`src/rtl/fetch_pkg.sv`:
```
// Shared types and helpers for the fetch-stage PC sequencer.
package fetch_pkg;

   typedef enum logic [1:0] {
      BOOT = 2'd0,
      RUN  = 2'd1,
      PEND = 2'd2,
      HALT = 2'd3
   } fetch_state_e;

   localparam int unsigned INSTR_BYTES = 4;

   // A target is a fault only when checking is enabled and it is not word aligned.
   function automatic logic misaligned(input logic [63:0] target, input logic check);
      return check && (target[1:0] != 2'b00);
   endfunction

endpackage

```
`src/rtl/fetch_pc_ctrl_if.sv`:
```
// Hazard/EX control inputs and instruction-memory request outputs of the fetch PC sequencer.
interface fetch_pc_ctrl_if;
   logic        StallF;
   logic        ImemReady;
   logic        RedirectE;
   logic [63:0] PCTargetE;
   logic [63:0] PC;
   logic [63:0] PCPlus4F;
   logic        FetchValidF;
   logic        FlushD;
   logic        MisalignedF;

   modport master (
      input  StallF, ImemReady, RedirectE, PCTargetE,
      output PC, PCPlus4F, FetchValidF, FlushD, MisalignedF
   );

   modport slave (
      output StallF, ImemReady, RedirectE, PCTargetE,
      input  PC, PCPlus4F, FetchValidF, FlushD, MisalignedF
   );
endinterface

```
`src/rtl/fetch_pc_ctrl_pcreg.sv`:
```
// Program-counter flop with a configurable reset value.
module fetch_pc_ctrl_pcreg #(
   parameter logic [63:0] RESET_PC = 64'h0
) (
   input  logic        clk,
   input  logic        rst,
   input  logic [63:0] PCNext,
   output logic [63:0] PC
);

   logic [63:0] pc_q;

   always_ff @(posedge clk or posedge rst) begin
      if (rst) pc_q <= RESET_PC;
      else     pc_q <= PCNext;
   end

   assign PC = pc_q;

endmodule

```
`src/rtl/fetch_pc_ctrl.sv`:
```
// Fetch PC sequencer: hold / advance / redirect, with buffered redirects and a
// sticky misalignment halt.
module fetch_pc_ctrl
   import fetch_pkg::*;
#(
   parameter logic [63:0] RESET_PC    = 64'h0,
   parameter bit          ALIGN_CHECK = 1'b1
) (
   input logic             clk,
   input logic             rst,
   fetch_pc_ctrl_if.master bus
);

   fetch_state_e state_q, state_d;
   logic [63:0]  pend_q, pend_d;
   logic         mis_q, mis_d;
   logic [63:0]  pc, pc_next, pc_plus4;
   logic         advance, redir_bad;
   logic         fetch_valid, flush;

   assign advance   = !bus.StallF && bus.ImemReady;
   assign redir_bad = bus.RedirectE && misaligned(bus.PCTargetE, ALIGN_CHECK);
   assign pc_plus4  = pc + 64'(INSTR_BYTES);

   always_comb begin
      state_d     = state_q;
      pend_d      = pend_q;
      mis_d       = mis_q;
      pc_next     = pc;
      fetch_valid = 1'b0;
      flush       = 1'b0;
      unique case (state_q)
         BOOT: state_d = RUN;
         RUN: begin
            fetch_valid = !bus.RedirectE;
            if (redir_bad) begin
               flush   = 1'b1;
               pc_next = bus.PCTargetE;
               mis_d   = 1'b1;
               state_d = HALT;
            end else if (bus.RedirectE) begin
               flush = 1'b1;
               if (advance) begin
                  pc_next = bus.PCTargetE;
               end else begin
                  pend_d  = bus.PCTargetE;
                  state_d = PEND;
               end
            end else if (advance) begin
               pc_next = pc_plus4;
            end
         end
         PEND: begin
            // The current PC is wrong-path until the buffered target is loaded.
            flush = 1'b1;
            if (redir_bad) begin
               pc_next = bus.PCTargetE;
               mis_d   = 1'b1;
               state_d = HALT;
            end else if (advance) begin
               pc_next = bus.RedirectE ? bus.PCTargetE : pend_q;
               state_d = RUN;
            end else if (bus.RedirectE) begin
               pend_d = bus.PCTargetE;
            end
         end
         HALT: flush = 1'b1;
         default: state_d = BOOT;
      endcase
   end

   always_ff @(posedge clk or posedge rst) begin
      if (rst) begin
         state_q <= BOOT;
         pend_q  <= 64'h0;
         mis_q   <= 1'b0;
      end else begin
         state_q <= state_d;
         pend_q  <= pend_d;
         mis_q   <= mis_d;
      end
   end

   fetch_pc_ctrl_pcreg #(
      .RESET_PC (RESET_PC)
   ) u_pcreg (
      .clk    (clk),
      .rst    (rst),
      .PCNext (pc_next),
      .PC     (pc)
   );

   assign bus.PC          = pc;
   assign bus.PCPlus4F    = pc_plus4;
   assign bus.FetchValidF = fetch_valid;
   assign bus.FlushD      = flush;
   assign bus.MisalignedF = mis_q;

endmodule
```
`src/flat_wrapper.sv`:
```
// flat-port wrapper written by rule: the top's interface ports become plain ports
module fetch_pc_ctrl_flat import fetch_pkg::*;
#(
   parameter logic [63:0] RESET_PC    = 64'h0,
   parameter bit          ALIGN_CHECK = 1'b1
)
  (clk, rst, bus_StallF, bus_ImemReady, bus_RedirectE, bus_PCTargetE, bus_PC, bus_PCPlus4F, bus_FetchValidF, bus_FlushD, bus_MisalignedF);
  fetch_pc_ctrl_if bus_i ();
  input logic clk;
  input logic rst;
  input wire logic [$bits(bus_i.StallF)-1:0] bus_StallF;
  input wire logic [$bits(bus_i.ImemReady)-1:0] bus_ImemReady;
  input wire logic [$bits(bus_i.RedirectE)-1:0] bus_RedirectE;
  input wire logic [$bits(bus_i.PCTargetE)-1:0] bus_PCTargetE;
  output wire logic [$bits(bus_i.PC)-1:0] bus_PC;
  output wire logic [$bits(bus_i.PCPlus4F)-1:0] bus_PCPlus4F;
  output wire logic [$bits(bus_i.FetchValidF)-1:0] bus_FetchValidF;
  output wire logic [$bits(bus_i.FlushD)-1:0] bus_FlushD;
  output wire logic [$bits(bus_i.MisalignedF)-1:0] bus_MisalignedF;
  assign bus_i.StallF = bus_StallF;
  assign bus_i.ImemReady = bus_ImemReady;
  assign bus_i.RedirectE = bus_RedirectE;
  assign bus_i.PCTargetE = bus_PCTargetE;
  assign bus_PC = bus_i.PC;
  assign bus_PCPlus4F = bus_i.PCPlus4F;
  assign bus_FetchValidF = bus_i.FetchValidF;
  assign bus_FlushD = bus_i.FlushD;
  assign bus_MisalignedF = bus_i.MisalignedF;
  fetch_pc_ctrl #(.RESET_PC(RESET_PC), .ALIGN_CHECK(ALIGN_CHECK)) u_core (.clk(clk), .rst(rst), .bus(bus_i));
endmodule
```
`config.mk`:
```
export PLATFORM = sky130hd
export DESIGN_NAME = fetch_pc_ctrl_flat
export DESIGN_NICKNAME = d
export VERILOG_FILES = /design/src/rtl/fetch_pkg.sv /design/src/rtl/fetch_pc_ctrl_if.sv /design/src/rtl/fetch_pc_ctrl_pcreg.sv /design/src/rtl/fetch_pc_ctrl.sv /design/src/flat_wrapper.sv
export SDC_FILE = /design/constraint.sdc
export NUM_CORES = 1
export LEC_CHECK = 0
export CORE_MARGIN = 2
export CORE_UTILIZATION = 50
export CTS_CLUSTER_DIAMETER = 50
export DETAILED_ROUTE_END_ITERATION = 16
export HOLD_SLACK_MARGIN = 0.06
export PLACE_DENSITY = 0.92
export SYNTH_ARGS = -nofsm -noshare
export SYNTH_HDL_FRONTEND = slang
export SYNTH_SLANG_ARGS = --single-unit
export TNS_END_PERCENT = 50
```
`constraint.sdc`:
```
create_clock -name clk -period 5.6 [get_ports clk]
set_input_delay 0.56 -clock clk [delete_from_list [all_inputs] [get_ports clk]]
set_output_delay 0.56 -clock clk [all_outputs]
set_load 0.05 [all_outputs]
```
== Word-level counts from Yosys, hierarchy flattened ==
Index checks and enable logic that the tools add are counted.

* Bits in registers: 131
* Output and inout port bits: 131

* Add/sub/neg operators: 1
* Equality and inequality tests: 12
* Mux-type cells: 24
* Reduce and logical (&&, ||, !) cells: 14

{| class="wikitable"
|+ Operator list
! operator !! number
|-
| $mux 64 || 12
|-
| $pmux 64 s2 || 2
|-
| $add 64x3->64 const B || 1
|-
| $mux 2 || 5
|-
| $ne 2x2->1 const B || 5
|-
| $ne 3x1->1 const B || 2
|-
| $pmux 2 s3 || 1
|-
| $reduce_and 6->1 || 1
|-
| $eq 2x2->1 const B || 2
|-
| $reduce_and 4->1 || 1
|-
| $reduce_bool 2->1 || 2
|-
| $reduce_or 2->1 || 2
|-
| $mux 1 || 3
|-
| $ne 3x2->1 const B || 1
|-
| $ne 3x3->1 const B || 1
|-
| $reduce_and 3->1 || 1
|-
| $reduce_bool 3->1 || 1
|-
| $eq 2x1->1 const B || 1
|-
| $logic_and 1x1->1 || 2
|-
| $logic_not 1->1 || 2
|-
| $logic_not 2->1 || 1
|-
| $pmux 1 s2 || 1
|-
| $reduce_and 2->1 || 1
|}

== Depth between registers and ports, before layout ==
Gate-level depths: netlist of run 1.

* Word-level depth: 6
* Gate-level depth with buffers: 10
* Depth with buffers taken out: 7

== Hierarchy ==
Synthesis of run 1 repeated with hierarchy kept, for this count alone.

* Cell total of the unflattened synthesis: 1,126
* Area, all modules: 9,500.4 µm²

{| class="wikitable"
|+ Modules (own cells, without submodules)
! module !! instances !! cells each !! area an instance (µm²) !! sequential area each (µm²)
|-
| fetch_pc_ctrl || 1 || 1,061 || 7,895.1 || 1,676.6
|-
| fetch_pc_ctrl_pcreg || 1 || 65 || 1,605.3 || 1,601.5
|}

== Least setup slack after synthesis of run 1 ==
No wires, ideal clock.

* Path kind: reg2out
* Start point: register u_core.u_pcreg.pc_q[4] (netlist: u_core.u_pcreg.PC[4])
* End point: output bus_PCPlus4F[57]
* Arrival time: 3.196 ns
* Slack: 1.844 ns
* Stages on the path, launching flop included: 10
* Buffers on the path: 3
* Cells stage by stage: dfrtp_1 > buf_2 > and3_1 > nand4_4 > or4_1 > buf_6 > or2_1 > buf_6 > nor3_2 > xor2_1

* Longest elaborated chain between the ends: 1

{| class="wikitable"
|+ Ends and longest elaborated chain
! item !! line !! text
|-
| from (decl) || fetch_pc_ctrl_pcreg.sv:11 || <nowiki>logic [63:0] pc_q;</nowiki>
|-
| from (signal assigned) || fetch_pc_ctrl_pcreg.sv:15 || <nowiki>else pc_q <= PCNext;</nowiki>
|-
| $add 64x3->64 || fetch_pc_ctrl.sv:23 || <nowiki>assign pc_plus4 = pc + 64'(INSTR_BYTES);</nowiki>
|-
| to (decl) || flat_wrapper.sv:16 || <nowiki>output wire logic [$bits(bus_i.PCPlus4F)-1:0] bus_PCPlus4F;</nowiki>
|}

Every way passes these cells.

== Worst setup path in the final report of run 1 ==
* Start point: register u_core.u_pcreg.pc_q[2] (netlist: u_core.u_pcreg.PC[2])
* End point: output bus_PCPlus4F[58]

The elaborated chain is that of the path after synthesis.

==> impl_metrics.env, run 1 <==
export IMPL_status="finished, final reports clean"
export IMPL_syn_nets=934
export IMPL_worst_path_largest_cell_delay_ns=0.87
export IMPL_first_pass_iters=6
export IMPL_layout_commonest_cell="clkdlybuf4s50_1"
export IMPL_cts_tree="built"
export IMPL_synthTopCellsByArea="dfrtp_1 41%, mux2_2 9.2%, o21ai_0 4.7%"
export IMPL_worst_path_max_fanout=10
export IMPL_cts_hold_buf=0
export IMPL_period_share_pct=86.8
export IMPL_crit_family="simple AND/OR/NAND/NOR gates"
export IMPL_ctsResizeCount=0
export IMPL_core_um2=15800
export IMPL_yosysTopAreaCell="dfrtp_1"
export IMPL_skew_ns=0.00853
export IMPL_gp_congestion=0.875
export IMPL_wl_per_cell_um=20.6
export IMPL_yosys_cell_types_count=65
export IMPL_grt_pass1_vias=7670
export IMPL_io_buffers=199
export IMPL_synth_async_reset_ratio_pct=100
export IMPL_yosysWarnings=0
export IMPL_synth_edff_count=0
export IMPL_slew_violations=0
export IMPL_cts_buffer_depth=2
export IMPL_yosysTopAreaCellShare_pct=41.0
export IMPL_num_vias=7753
export IMPL_path_clk_slew_ns=0.06
export IMPL_power_density_nw_per_um2=746
export IMPL_grt_pass1_wl_um=41100
export IMPL_ant_nets=0
export IMPL_hp_class="register to register"
export IMPL_drc_errors=0
export IMPL_grt_max_degree=67
export IMPL_wirelength_um=25900
export IMPL_cp_end_kind="output port"
export IMPL_hold_viol_final=0
export IMPL_gr_total_overflow=0
export IMPL_rows=46
export IMPL_fmax_mhz=206
export IMPL_gr_usage_all_layers_pct=31.1
export IMPL_p_clk_share_pct=14.7
export IMPL_mostFrequentLayoutCells="198 x clkdlybuf4s50_1, 131 x dfrtp_1, 76 x nand2_1"
export IMPL_power_switching_mw=4.06
export IMPL_die_x_um=130
export IMPL_io_pins=200
export IMPL_dp_hpwl_um=17700
export IMPL_path_class="register to output port"
export IMPL_ctsHtreeMaxLevel=4
export IMPL_viasPerCell=6.17
export IMPL_ir_drop_uv=545
export IMPL_synth_area_um2=7990
export IMPL_postCtsSetupRepairBufs=0
export IMPL_slew_headroom_pct=22.3
export IMPL_nNetsFinal=1101
export IMPL_area_growth_pct=34.2
export IMPL_swShare_pct=50.8
export IMPL_post_dp_cell_area_um2=10100
export IMPL_die_y_um=130
export IMPL_leakage_nw=4.20
export IMPL_setup_viol=0
export IMPL_cp_required_ns=5.04
export IMPL_synthFlopType="dfrtp_1"
export IMPL_crit_chain="ha_1 > nand4_1 > nor3_1 > nand4_2 > nor4_1 > xor2_1 > clkdlybuf4s50_1"
export IMPL_startpoint_type="register"
export IMPL_clk_insertion_delay_late_ns=0.43
export IMPL_yosysSeqAreaShare_pct=41.0
export IMPL_drtIter0Drc=755
export IMPL_crit_slowest_cell="clkdlybuf4s50_1"
export IMPL_intPower_mw=3.94
export IMPL_rsz0062_at_grt="false"
export IMPL_cp_num_cells=7
export IMPL_cts_made_buffers=17
export IMPL_syn_inst=860
export IMPL_drv_cap=0
export IMPL_syn_avg_cell_area_um2=9.29
export IMPL_cts_sinks=131
export IMPL_p_comb_share_pct=60.2
export IMPL_design_area_um2=10700
export IMPL_path_buf_inv=1
export IMPL_reg2reg_depth=7
export IMPL_fin_crit_ns=4.86
export IMPL_tightest_slew_ns=1.16
export IMPL_min_path_cells=1
export IMPL_critPathArrivalTime_ns=4.30
export IMPL_pwr_share_seq_pct=25.1
export IMPL_antenna_found_initial=1
export IMPL_synth_seq_cells=131
export IMPL_start_util_pct=50.7
export IMPL_cts_root_buf="clkbuf_16"
export IMPL_layout_drive_gt1_share_pct=12.7
export IMPL_finalSetupTns_ns=0
export IMPL_die_area_um2=17000
## metal layers
layer	routed length [um]	GRT usage (%)	vias to the layer above	share of wire (%)
met2	12500	50.1	430	48
met1	10500	40.8	3790	40
met5	0	0	-	0
li1	-	-	3484	-
met4	589	13.9	0	2.3
met3	2310	6.56	49	8.9
## synth_stat cells (all sizes together) (5+ instances only)
cell	instances
dfrtp	131
nand2	76
o21ai	76
mux2	65
nor2	59
a21oi	52
clkbuf	48
xor2	31
xnor2	29
nand3	26
nor4	21
nor3	19
o2bb2ai	18
buf	17
and3	16
inv	15
nand4	15
a22o	11
o22ai	11
a2bb2oi	9
and4	9
a211oi	8
mux2i	7
a22oi	6
a31oi	6
o21a	6
o22a	6
o31ai	6
or3	6
a221oi	5
ha	5
nor2b	5
or2	5
## worst register-to-register path, stage by stage, from the launching register on
cell and delay (ns):
dfrtp_1 0.38, inv_1 0.09, ha_2 0.43, nor2_1 0.35, a21oi_1 0.12, nor2_4 0.91, buf_4 0.44, mux2_2 0.38
## power by group through the flow
stage          clock [mW]  sequential, mW  combinational, mW
2_1_floorplan           0            2.60               2.63
3_3_place_gp            0            1.95               4.69
3_5_place_dp            0            1.99               4.78
4_1_cts              1.18            1.98               4.81
5_1_grt              1.23            2.07               5.08
6_report             1.18            2.01               4.81
## final timing paths
| check | from | end | slack [ns] |
|---|---|---|---|
| worst max-delay path | u_core.u_pcreg.PC[2] | bus_PCPlus4F[58] | 0.74 |
| worst min-delay path | u_core.bus.MisalignedF | u_core.bus.MisalignedF | 0.47 |
| worst max register to register | u_core.state_q[0] | u_core.pend_q[56] | 2.39 |
| worst min register to register | u_core.bus.MisalignedF | u_core.bus.MisalignedF | 0.47 |
| max in group asynchronous | rst | u_core.u_pcreg.PC[24] | 3.91 |
| min in group asynchronous | rst | u_core.pend_q[46] | 0.69 |
## flip-flops by register name (all words and copies together), names as in the netlist
signal,flops
u_core.state_q,2
u_core.bus.MisalignedF,1
u_core.u_pcreg.PC,64
u_core.pend_q,64
## layout make-up
class / instances / area (um2)
Fill cell: 1214 / 5050
Multi-Input combinational cell: 649 / 4390
Sequential cell: 131 / 3280
Timing Repair Buffer: 213 / 2090
Clock buffer: 23 / 498
Tap cell: 216 / 270
Clock inverter: 9 / 125
Inverter: 15 / 58.8
Antenna cell: 1 / 2.50
## logic make-up after synthesis
logic type | share of synthesized area (%)
simple gates | 18.1
compound gates | 19.2
flops | 41.0
buf+inv | 4.26
mux | 10.0
xor+xnor | 6.58
fa+ha+maj | 0.783
## per-stage QoR
step                util, %  hold slack (ns)  power (mW)  cells  setup WS (ns)
global placement       64.0            0.452        6.64   1224           1.50
global route           68.0            0.492        8.38   1257          0.644
detailed placement     64.0            0.450        6.77   1224           1.36
floorplan                 -            0.471        5.23    860           1.54
finish                 68.0            0.466        8.00   1257          0.737
CTS                    68.0            0.467        7.97   1256          0.807
Power figures use the tool's default switching activity.
==> run 2, diff against run 1 <==
--- a/config.mk
+++ b/config.mk
@@ -9,6 +9,7 @@
 export CORE_UTILIZATION = 50
 export CTS_CLUSTER_DIAMETER = 50
 export DETAILED_ROUTE_END_ITERATION = 16
+export GPL_TIMING_DRIVEN = 0
 export HOLD_SLACK_MARGIN = 0.06
 export PLACE_DENSITY = 0.92
 export SYNTH_ARGS = -nofsm -noshare
==> run 2 against run 1 <==
Compared with the run above:
- clock skew decreased by 0.00089 ns
- clock power barely moved
- sequential cell count unchanged
- clock-buffer cell count unchanged
- setup slack worse by 0.19 ns
- highest routed layer unchanged
- critical path type unchanged
- first-iteration DRC count is 71% higher
- final area increased by 1.9%
- non-clock buffer count increased by 52
- largest cell class unchanged
- register-to-register slack worse by 0.36 ns
==> impl_metrics.env, run 2 (synthesized netlist as in run 1, its figures left out) <==
export IMPL_status="finished, final reports clean"
export IMPL_fmax_mhz=198
export IMPL_io_pins=200
export IMPL_power_density_nw_per_um2=756
export IMPL_gr_total_overflow=0
export IMPL_ir_drop_uv=579
export IMPL_rsz0062_at_grt="false"
export IMPL_crit_path_start="u_core.u_pcreg.PC[2]"
export IMPL_slew_violations=0
export IMPL_ctsHtreeMaxLevel=4
export IMPL_gp_congestion=0.952
export IMPL_path_class="register to output port"
export IMPL_slew_headroom_pct=32.4
export IMPL_drc_errors=0
export IMPL_crit_family="simple AND/OR/NAND/NOR gates"
export IMPL_finalSetupTns_ns=0
export IMPL_cp_end_kind="output port"
export IMPL_path_clk_slew_ns=0.06
export IMPL_stdcell_count=1308
export IMPL_die_area_um2=17000
export IMPL_viasPerCell=6.53
export IMPL_first_pass_iters=7
export IMPL_layout_drive_gt1_share_pct=11.4
export IMPL_clk_insertion_delay_late_ns=0.43
export IMPL_rows=46
export IMPL_mostFrequentLayoutCells="199 x clkdlybuf4s50_1, 131 x dfrtp_1, 76 x nand2_1"
export IMPL_min_delay_start="u_core.bus.MisalignedF"
export IMPL_start_util_pct=50.7
export IMPL_tightest_slew_ns=1.01
export IMPL_setup_viol=0
export IMPL_num_vias=8535
export IMPL_cts_hold_buf=0
export IMPL_cp_required_ns=5.04
export IMPL_leakage_nw=4.27
export IMPL_nNetsFinal=1153
export IMPL_worst_path_max_fanout=10
export IMPL_ant_nets=0
export IMPL_antenna_found_initial=0
export IMPL_core_um2=15800
export IMPL_postCtsSetupRepairBufs=0
export IMPL_hold_viol_final=0
export IMPL_period_share_pct=90.3
export IMPL_area_growth_pct=36.7
export IMPL_grt_pass1_wl_um=45000
export IMPL_ctsResizeCount=0
export IMPL_wirelength_um=29600
export IMPL_cts_tree="built"
export IMPL_antenna_cells=0
export IMPL_grt_pass1_vias=8366
export IMPL_path_buf_inv=1
export IMPL_dpl_cell_count=1276
export IMPL_cts_buffer_depth=2
export IMPL_drtIter0Drc=1291
export IMPL_drv_cap=0
export IMPL_crit_slowest_cell="clkdlybuf4s50_1"
export IMPL_critPathArrivalTime_ns=4.50
export IMPL_grt_max_degree=102
export IMPL_wl_per_cell_um=22.6
export IMPL_r2r_start="u_core.u_pcreg.PC[2]"
export IMPL_io_buffers=199
export IMPL_crit_chain="ha_1 > nand4_1 > nor3_1 > nand4_2 > nor4_1 > xor2_1 > clkdlybuf4s50_1"
export IMPL_startpoint_type="register"
export IMPL_cts_root_buf="clkbuf_16"
export IMPL_skew_ns=0.00765
export IMPL_worst_path_largest_cell_delay_ns=0.82
export IMPL_cts_made_buffers=17
export IMPL_cts_sinks=131
export IMPL_hp_class="register to register"
export IMPL_dp_hpwl_um=20800
export IMPL_fin_crit_ns=5.06
export IMPL_die_y_um=130
export IMPL_die_x_um=130
export IMPL_gr_usage_all_layers_pct=35.0
export IMPL_layout_commonest_cell="clkdlybuf4s50_1"
run 2: area by class of cell:
type                    count  area [um2]
multi-input cells         649        4370
clock inverters             9         150
flip-flops and latches    131        3280
well taps                 216         270
clock buffers              23         488
fillers                  1146        4850
inverters                  15        61.3
repair buffers            200        2020
plain buffers              65         284
run 2: metrics by stage:
step	hold WS, ns	power, mW	setup WS, ns	area, um2	util [%]
final	0.471	8.25	0.545	10900	69.3
after global routing	0.499	8.55	0.411	10900	69.3
after CTS	0.474	8.16	0.745	10900	69.3
after detailed placement	0.474	6.91	1.26	10300	65.2
after global placement	0.445	6.78	-0.317	10300	65.0
after floorplan	0.471	5.23	1.54	7990	-
run 2: power by group:
| part | switching, mW | internal [mW] |
|---|---|---|
| sequential | 0.568 | 1.44 |
| clock | 0.423 | 0.790 |
| combinational | 3.25 | 1.78 |
run 2: per-layer routing:
metal | global-route usage [%] | wire [um] | vias up
met5 | 0 | 0 | -
met4 | 20.8 | 1680 | 0
met3 | 10.1 | 3970 | 156
met2 | 55.4 | 13500 | 749
met1 | 42.7 | 10400 | 4037
li1 | - | - | 3593
run 2: worst paths after layout:
path                                           to  slack [ns]  depth (start not counted)
setup / recovery                 bus_PCPlus4F[56]        0.54                          7
hold / removal             u_core.bus.MisalignedF        0.47                          1
setup reg to reg            u_core.u_pcreg.PC[56]        2.03                          7
hold reg to reg            u_core.bus.MisalignedF        0.47                          1
max in group asynchronous       u_core.pend_q[26]        4.28                          3
min in group asynchronous   u_core.u_pcreg.PC[42]        0.48                          2
